**config.mk**
```make
export PLATFORM = sky130hd
export DESIGN_NAME = bcd_seq_converter
export DESIGN_NICKNAME = d
export VERILOG_FILES = /design/src/rtl/bcd_seq_converter.sv
export SDC_FILE = /design/constraint.sdc
export NUM_CORES = 1
export LEC_CHECK = 0
export ABC_CLOCK_PERIOD_IN_PS = 5400
export CAP_MARGIN = 20
export CORE_AREA = 2 2 81 102
export CTS_CLUSTER_SIZE = 30
export DETAILED_ROUTE_END_ITERATION = 8
export DIE_AREA = 0 0 83 104
export GPL_TIMING_DRIVEN = 0
export PLACE_DENSITY_LB_ADDON = 0.15
export SETUP_SLACK_MARGIN = 0.02
export SYNTH_ARGS = -nofsm -noshare
export SYNTH_HDL_FRONTEND = slang
export SYNTH_SLANG_ARGS = --single-unit
export TNS_END_PERCENT = 5
```
**constraint.sdc**
```tcl
create_clock -name clk -period 5.4 [get_ports clk]
set_input_delay 1.08 -clock clk [delete_from_list [all_inputs] [get_ports clk]]
set_output_delay 1.08 -clock clk [all_outputs]
set_load 0.05 [all_outputs]
```
**src/rtl/bcd_seq_converter.sv**
```systemverilog
// Sequential binary-to-BCD converter (shift-add-3, one bit per clock) with
// optional two's-complement input, sign/magnitude output and digit count.
//
// state  | meaning
// IDLE   | waiting for start; result outputs held
// SHIFT  | one add-3/shift iteration per cycle, W cycles
// FINISH | scratch holds final BCD; publish result and pulse done
module bcd_seq_converter #(
  parameter int W = 18,
  parameter int SIGNED = 1,
  localparam int NBCD = W + (W - 4) / 3 + 1,
  localparam int ND = (NBCD + 3) / 4,
  localparam int NDW = $clog2(ND + 1)
) (
  input  logic            clk,
  input  logic            rst,
  input  logic            start,
  input  logic [W-1:0]    bin,
  output logic            busy,
  output logic            done,
  output logic [NBCD-1:0] bcd,
  output logic            sign,
  output logic [NDW-1:0]  ndig
);

  localparam int SW = 4 * ND;
  localparam int CW = $clog2(W + 1);

  typedef enum logic [1:0] {IDLE, SHIFT, FINISH} state_t;

  state_t          state, state_nxt;
  logic [SW-1:0]   scratch;
  logic [W-1:0]    mag;
  logic            neg;
  logic            in_neg;
  logic [CW-1:0]   cnt;
  logic [NDW-1:0]  ndig_c;

  function automatic logic [SW-1:0] add3(input logic [SW-1:0] s);
    logic [SW-1:0] r;
    r = s;
    for (int i = 0; i < ND; i++) begin
      if (s[4*i +: 4] >= 4'd5) r[4*i +: 4] = s[4*i +: 4] + 4'd3;
    end
    return r;
  endfunction

  assign in_neg = (SIGNED != 0) && bin[W-1];
  assign busy   = (state != IDLE);

  always_ff @(posedge clk) begin
    if (rst) state <= IDLE;
    else     state <= state_nxt;
  end

  always_comb begin
    state_nxt = state;
    case (state)
      IDLE:    if (start) state_nxt = SHIFT;
      SHIFT:   if (cnt == CW'(1)) state_nxt = FINISH;
      FINISH:  state_nxt = IDLE;
      default: state_nxt = IDLE;
    endcase
  end

  // Significant digits: highest nonzero digit index + 1, minimum 1.
  always_comb begin
    ndig_c = NDW'(1);
    for (int i = 0; i < ND; i++) begin
      if (scratch[4*i +: 4] != 4'd0) ndig_c = NDW'(i + 1);
    end
  end

  always_ff @(posedge clk) begin
    if (rst) begin
      scratch <= '0;
      mag     <= '0;
      neg     <= 1'b0;
      cnt     <= '0;
      done    <= 1'b0;
      bcd     <= '0;
      sign    <= 1'b0;
      ndig    <= NDW'(1);
    end else begin
      done <= 1'b0;
      case (state)
        IDLE: begin
          if (start) begin
            neg     <= in_neg;
            mag     <= in_neg ? (~bin + W'(1)) : bin;
            scratch <= '0;
            cnt     <= CW'(W);
          end
        end
        SHIFT: begin
          {scratch, mag} <= {add3(scratch), mag} << 1;
          cnt <= cnt - CW'(1);
        end
        FINISH: begin
          bcd  <= scratch[NBCD-1:0];
          // A zero magnitude never reports negative.
          sign <= neg && (scratch != '0);
          ndig <= ndig_c;
          done <= 1'b1;
        end
        default: ;
      endcase
    end
  end

endmodule
```
# ---- Yosys cells after proc, flatten, opt, wreduce, memory -nomap -nowiden
# Cells that the tools add are included.
dict set report classes {
  n_lt_le_gt_ge 6
  n_reduce_logical 13
  mux 22
  bitwise 1
  eq_ne 5
  n_addsub 8
}
# operator count
set ops {}
lappend ops {{24-bit one-hot mux with 2 select lines} 1}
lappend ops {{18-bit two-way mux} 2}
lappend ops {{18-bit one-hot mux with 2 select lines} 1}
lappend ops {{4-bit by 3-bit greater-or-equal comparator with 1-bit output, second input constant} 6}
lappend ops {{24-bit two-way mux} 1}
lappend ops {{24-bit nonzero test} 1}
lappend ops {{4-bit by 2-bit adder with 4-bit output, second input constant} 5}
lappend ops {{4-bit two-way mux} 5}
lappend ops {{4-bit nonzero test} 5}
lappend ops {{18-bit by 1-bit adder with 18-bit output, second input constant} 1}
lappend ops {{18-bit inverter} 1}
lappend ops {{3-bit two-way mux} 5}
lappend ops {{5-bit one-hot mux with 2 select lines} 1}
lappend ops {{2-bit two-way mux} 3}
lappend ops {{2-bit AND reduction} 3}
lappend ops {{5-bit by 1-bit equality test with 1-bit output, second input constant} 1}
lappend ops {{5-bit two-way mux} 1}
lappend ops {{5-bit by 1-bit subtractor with 5-bit output, second input constant} 1}
lappend ops {{2-bit != test, second input constant} 2}
lappend ops {{2-bit one-hot mux with 2 select lines} 1}
lappend ops {{2-bit nonzero test} 2}
lappend ops {{3-bit by 2-bit adder with 3-bit output, second input constant} 1}
lappend ops {{2-bit by 1-bit equality test with 1-bit output, second input constant} 1}
lappend ops {{2-bit equality test, second input constant} 1}
lappend ops {{3 further kinds} 3}
dict set report totals {
  ff_bits 78
  out_inout_bits 29
  inputBits 21
  wordCells 64
}

# ---- Logic depth before layout (Yosys ltp)
dict set report depth {
  ltp_word 6
  ltp_mapped 7
  depth_no_buf 6
}

# ---- Worst setup path after synthesis
# Ideal clock, no wire load.
dict set report synth_path {
  path_kind {input-to-reg}
  from {input bin[1]}
  to {register mag[14]}
  cell_stages 7
  setup_ns 0.134
  required_ns 5.266
  path_slack_ns 2.651
  arrival_ns 2.615
  path_buffers 1
  path_cell_list {inv_1 -> ha_1 -> or4b_2 -> clkbuf_1 -> o41ai_1 -> xor2_1 -> o22ai_1}
}
dict set report synth_between {
  elab_chain_len 5
}
# element line
set synth_rtl {}
lappend synth_rtl {{from (decl)} 18} ;# input logic [W-1:0] bin,
lappend synth_rtl {{18-bit inverter} 90} ;# mag <= in_neg ? (~bin + W'(1)) : bin;
lappend synth_rtl {{18-bit by 1-bit adder with 18-bit output} 90}
lappend synth_rtl {{18-bit two-way mux} 90}
lappend synth_rtl {{18-bit two-way mux} 88} ;# if (start) begin
lappend synth_rtl {{18-bit one-hot mux with 2 select lines} 86} ;# case (state)
lappend synth_rtl {{to (signal assigned)} 90}
lappend synth_rtl {{to (signal assigned)} 96} ;# {scratch, mag} <= {add3(scratch), mag} << 1;
lappend synth_rtl {{to (decl)} 33} ;# logic [W-1:0] mag;
# No other way between the ends. The select of a mux whose other input is x is not followed.
# A chain may end at the register's enable or synchronous reset.

# ---- Worst setup path in the final report
dict set report layout_path {
  from {register state[1]}
  to {output busy}
}
dict set report layout_between {
  elab_chain_len 1
}
# element line
set layout_rtl {}
lappend layout_rtl {{from (decl)} 31} ;# state_t state, state_nxt;
lappend layout_rtl {{from (signal assigned)} 53} ;# else state <= state_nxt;
lappend layout_rtl {{2-bit nonzero test} 49} ;# assign busy = (state != IDLE);
lappend layout_rtl {{to (decl)} 19} ;# output logic busy,
# No other way between the ends.

==> flow_summary.ini <==
[status]
status = finished, final reports clean

[clocking]
cts_tree = built
clockBufferDepth = 2
cts-root-buf = clkbuf_8
htree_levels = 3
clk_latency_ps = 360
cts_hold_buf = 0
cts_setup_buffers = 0
clk_pin_slew_ps = 80
cts-buffers-inserted = 9
cts-resized-gates = 0
cts.sinks = 78

[power_and_ir_drop]
pwr-share-comb_pct = 11.3
swShare_pct = 26.10
power.share.clock_pct = 35.2
p_per_area_mw_per_mm2 = 249.1
pwr-share-seq_pct = 53.5
internal_power_uw = 831.6
irDropWorstVdd_uv = 154.2
p_leak_uw = 0.001634
switching_power_uw = 293.7

[cells_and_area]
layout-drive-gt1-share_pct = 5.010
multi_input_area_sq_mm = 0.001979
instances_no_fill = 594
final_nets = 532
fin_util_pct = 58.66
seq_area_sq_mm = 0.001562
final_area_sq_mm = 0.004518
antenna_cells = 0
n_fill_cell = 719
synthToLayoutAreaGrowth_pct = 20.33

[routing]
routed_wl_um = 8380
detail_route.wl_per_cell_um = 14.11
drtIter0Drc = 157
detail-route-antenna-nets = 0
drt_pass1_iterations = 4
via_per_inst = 5.557
drc = 0
vias = 3301

[yosys]
ys.flop_type = dfxtp_1
synth_area_sq_mm = 0.003755
synthArstFlopShare_pct = 0
synth_edf_count = 0
ys_warn_count = 0
synthDistinctLibCells = 49
avgSynthCellArea_sq_um = 8.592
syn_nets = 474
synth_top_area_share_pct = 41.59
synth_area_leader_cell = dfxtp_1
yosys-top-cells-area = dfxtp_1 42%, nand2_1 5.9%, a21oi_1 5.3%
synthCells = 437
ys_ff_latch = 78
yosysSeqAreaShare_pct = 41.59

[timing]
setup_slack_ps = 2332
finClkSkew_ps = 12.47
setup_tns_ps = 0
max_freq_ghz = 0.3260
maxSlewHeadroom_pct = 38.92
period_needed_ps = 3068
rsz0062_at_grt = no
hold_viol_final = 0
final.period_utilization_pct = 56.81
setup_viol = 0
report.final.slew_viol_count = 0
worst_slew_pin_slew_ps = 903.5

[floorplan]
core_sq_mm = 0.007702
fp-row-count = 36
pin_count = 50
dieArea_sq_mm = 0.008632
start_util_pct = 48.75
die_w_um = 83
dieHeight_um = 104

[grt]
grt.overflow.total = 0
grt_pass1_wl_um = 14060
grt_max_degree = 13
grt_pass1_vias = 3165
grt_usage_pct = 19.69
grt_antenna_before_repair = 0

[hold_path]
hold_path_class = reg -> reg

[worst_setup_path]
crit_fanout = 10
endpoint_kind = primary output
cpPeakStageDelay_ps = 800
cpMaxStageDelayCell = clkdlybuf4s50_1
worstPathRequired_ps = 4320
critical_path_buf_inv_count = 2
path_cells = clkbuf_1 -> or2_2 -> clkdlybuf4s50_1
crit_arrival_ps = 1990
critPathTopFamily = buffers and inverters
critPathLaunchType = register
worstSetupPathType = reg -> out

[place]
dp.cells = 579
placed_cell_area_sq_mm = 0.004344
io_buffers = 47
pre_cts_ws_ps = 1966
place_congestion = 0.8179
dp_hpwl_um = 6378

[flow_run]
max_cap_viol_count = 0
stage by stage:
stage / total power, uW / hold WS, ps
floorplan: 697.1 / 425.5
global placement: 739.1 / 442.1
detailed placement: 742.4 / 448.0
CTS: 1130 / 459.3
global route: 1172 / 471.3
finish: 1125 / 455.5
synth_stat cells (all sizes together) (10+ instances only):
master	count
a21oi	40
a22oi	13
clkbuf	28
dfxtp	78
ha	16
inv	22
nand2	59
nand2b	10
nor2	23
o21ai	12
o22ai	19
xor2	14
layout by cell type, fill, tap and decap left out, types with 6 or more instances in the layout:
cell type / synthesis / layout
dfxtp_1: 78 / 78
o21ai_0: 12 / 12
o31ai_1: 8 / 8
a32o_1: 6 / 6
clkbuf_8: 0 / 11
a21oi_1: 40 / 40
nor3b_1: 6 / 6
o22ai_1: 19 / 19
a22o_1: 7 / 7
nor2_1: 23 / 23
mux2i_1: 7 / 7
nand3_1: 7 / 7
nand2_1: 59 / 59
o41ai_1: 6 / 6
xnor2_1: 8 / 8
nand2b_1: 10 / 10
clkdlybuf4s50_1: 0 / 47
clkbuf_1: 28 / 28
inv_1: 22 / 22
xor2_1: 14 / 14
ha_1: 16 / 16
a22oi_1: 13 / 13
kinds of logic after synthesis:
logic type	synth area share, %
AND/OR/NAND/NOR	17.29
AO/OA/AOI/OAI	22.79
flip-flops	41.59
buffers and inverters	5.698
XOR/XNOR	5.132
adder cells (fa/ha/maj)	5.332
multiplexers	2.166
worst paths after layout:
path,cells after the start,slack [ps],endpoint,from
setup / recovery,3,2330,busy,state[1]$_SDFFE_PP0P_
hold / removal,2,460,bcd[16]$_SDFFE_PP0P_,bcd[16]$_SDFFE_PP0P_
setup reg to reg,5,3230,scratch[21]$_SDFFE_PP0P_,state[0]$_SDFFE_PP0P_
hold reg to reg,2,460,bcd[16]$_SDFFE_PP0P_,bcd[16]$_SDFFE_PP0P_
final cells by class:
class | instances | area share [%]
plain buffers | 31 | 2.908
clock buffers | 11 | 3.351
clock inverters | 4 | 0.4985
inverters | 22 | 1.828
multi-input cells | 306 | 43.81
flip-flops and latches | 78 | 34.56
well taps | 95 | 2.631
repair buffers | 47 | 10.41
power by group through the flow:
stage / logic [uW] / registers (uW) / clock network, uW
finish: 127 / 602 / 396
global route: 141 / 603 / 428
CTS: 128 / 602 / 401
detailed placement: 127 / 615 / 0
global placement: 124 / 615 / 0
floorplan: 83.5 / 614 / 0
routing by layer:
layer | vias to the layer above | global-route usage [%] | share of wire, %
met5 | - | 0 | 0
met4 | 0 | 9.836 | 2.0
met3 | 15 | 3.095 | 3.9
met2 | 78 | 35.37 | 51
met1 | 1524 | 22.35 | 43
li1 | 1684 | - | -
registers in the layout, indices dropped and copies added (netlist names):
name,count
bcd,23
cnt,5
done,1
mag,18
ndig,3
neg,1
scratch,24
sign,1
state,2
tightest hold or removal path: stages (launching register included):
cell	delay, ps
dfxtp_1	310
nand2_1	50
a21oi_1	50
Power figures use the tool's default switching activity.
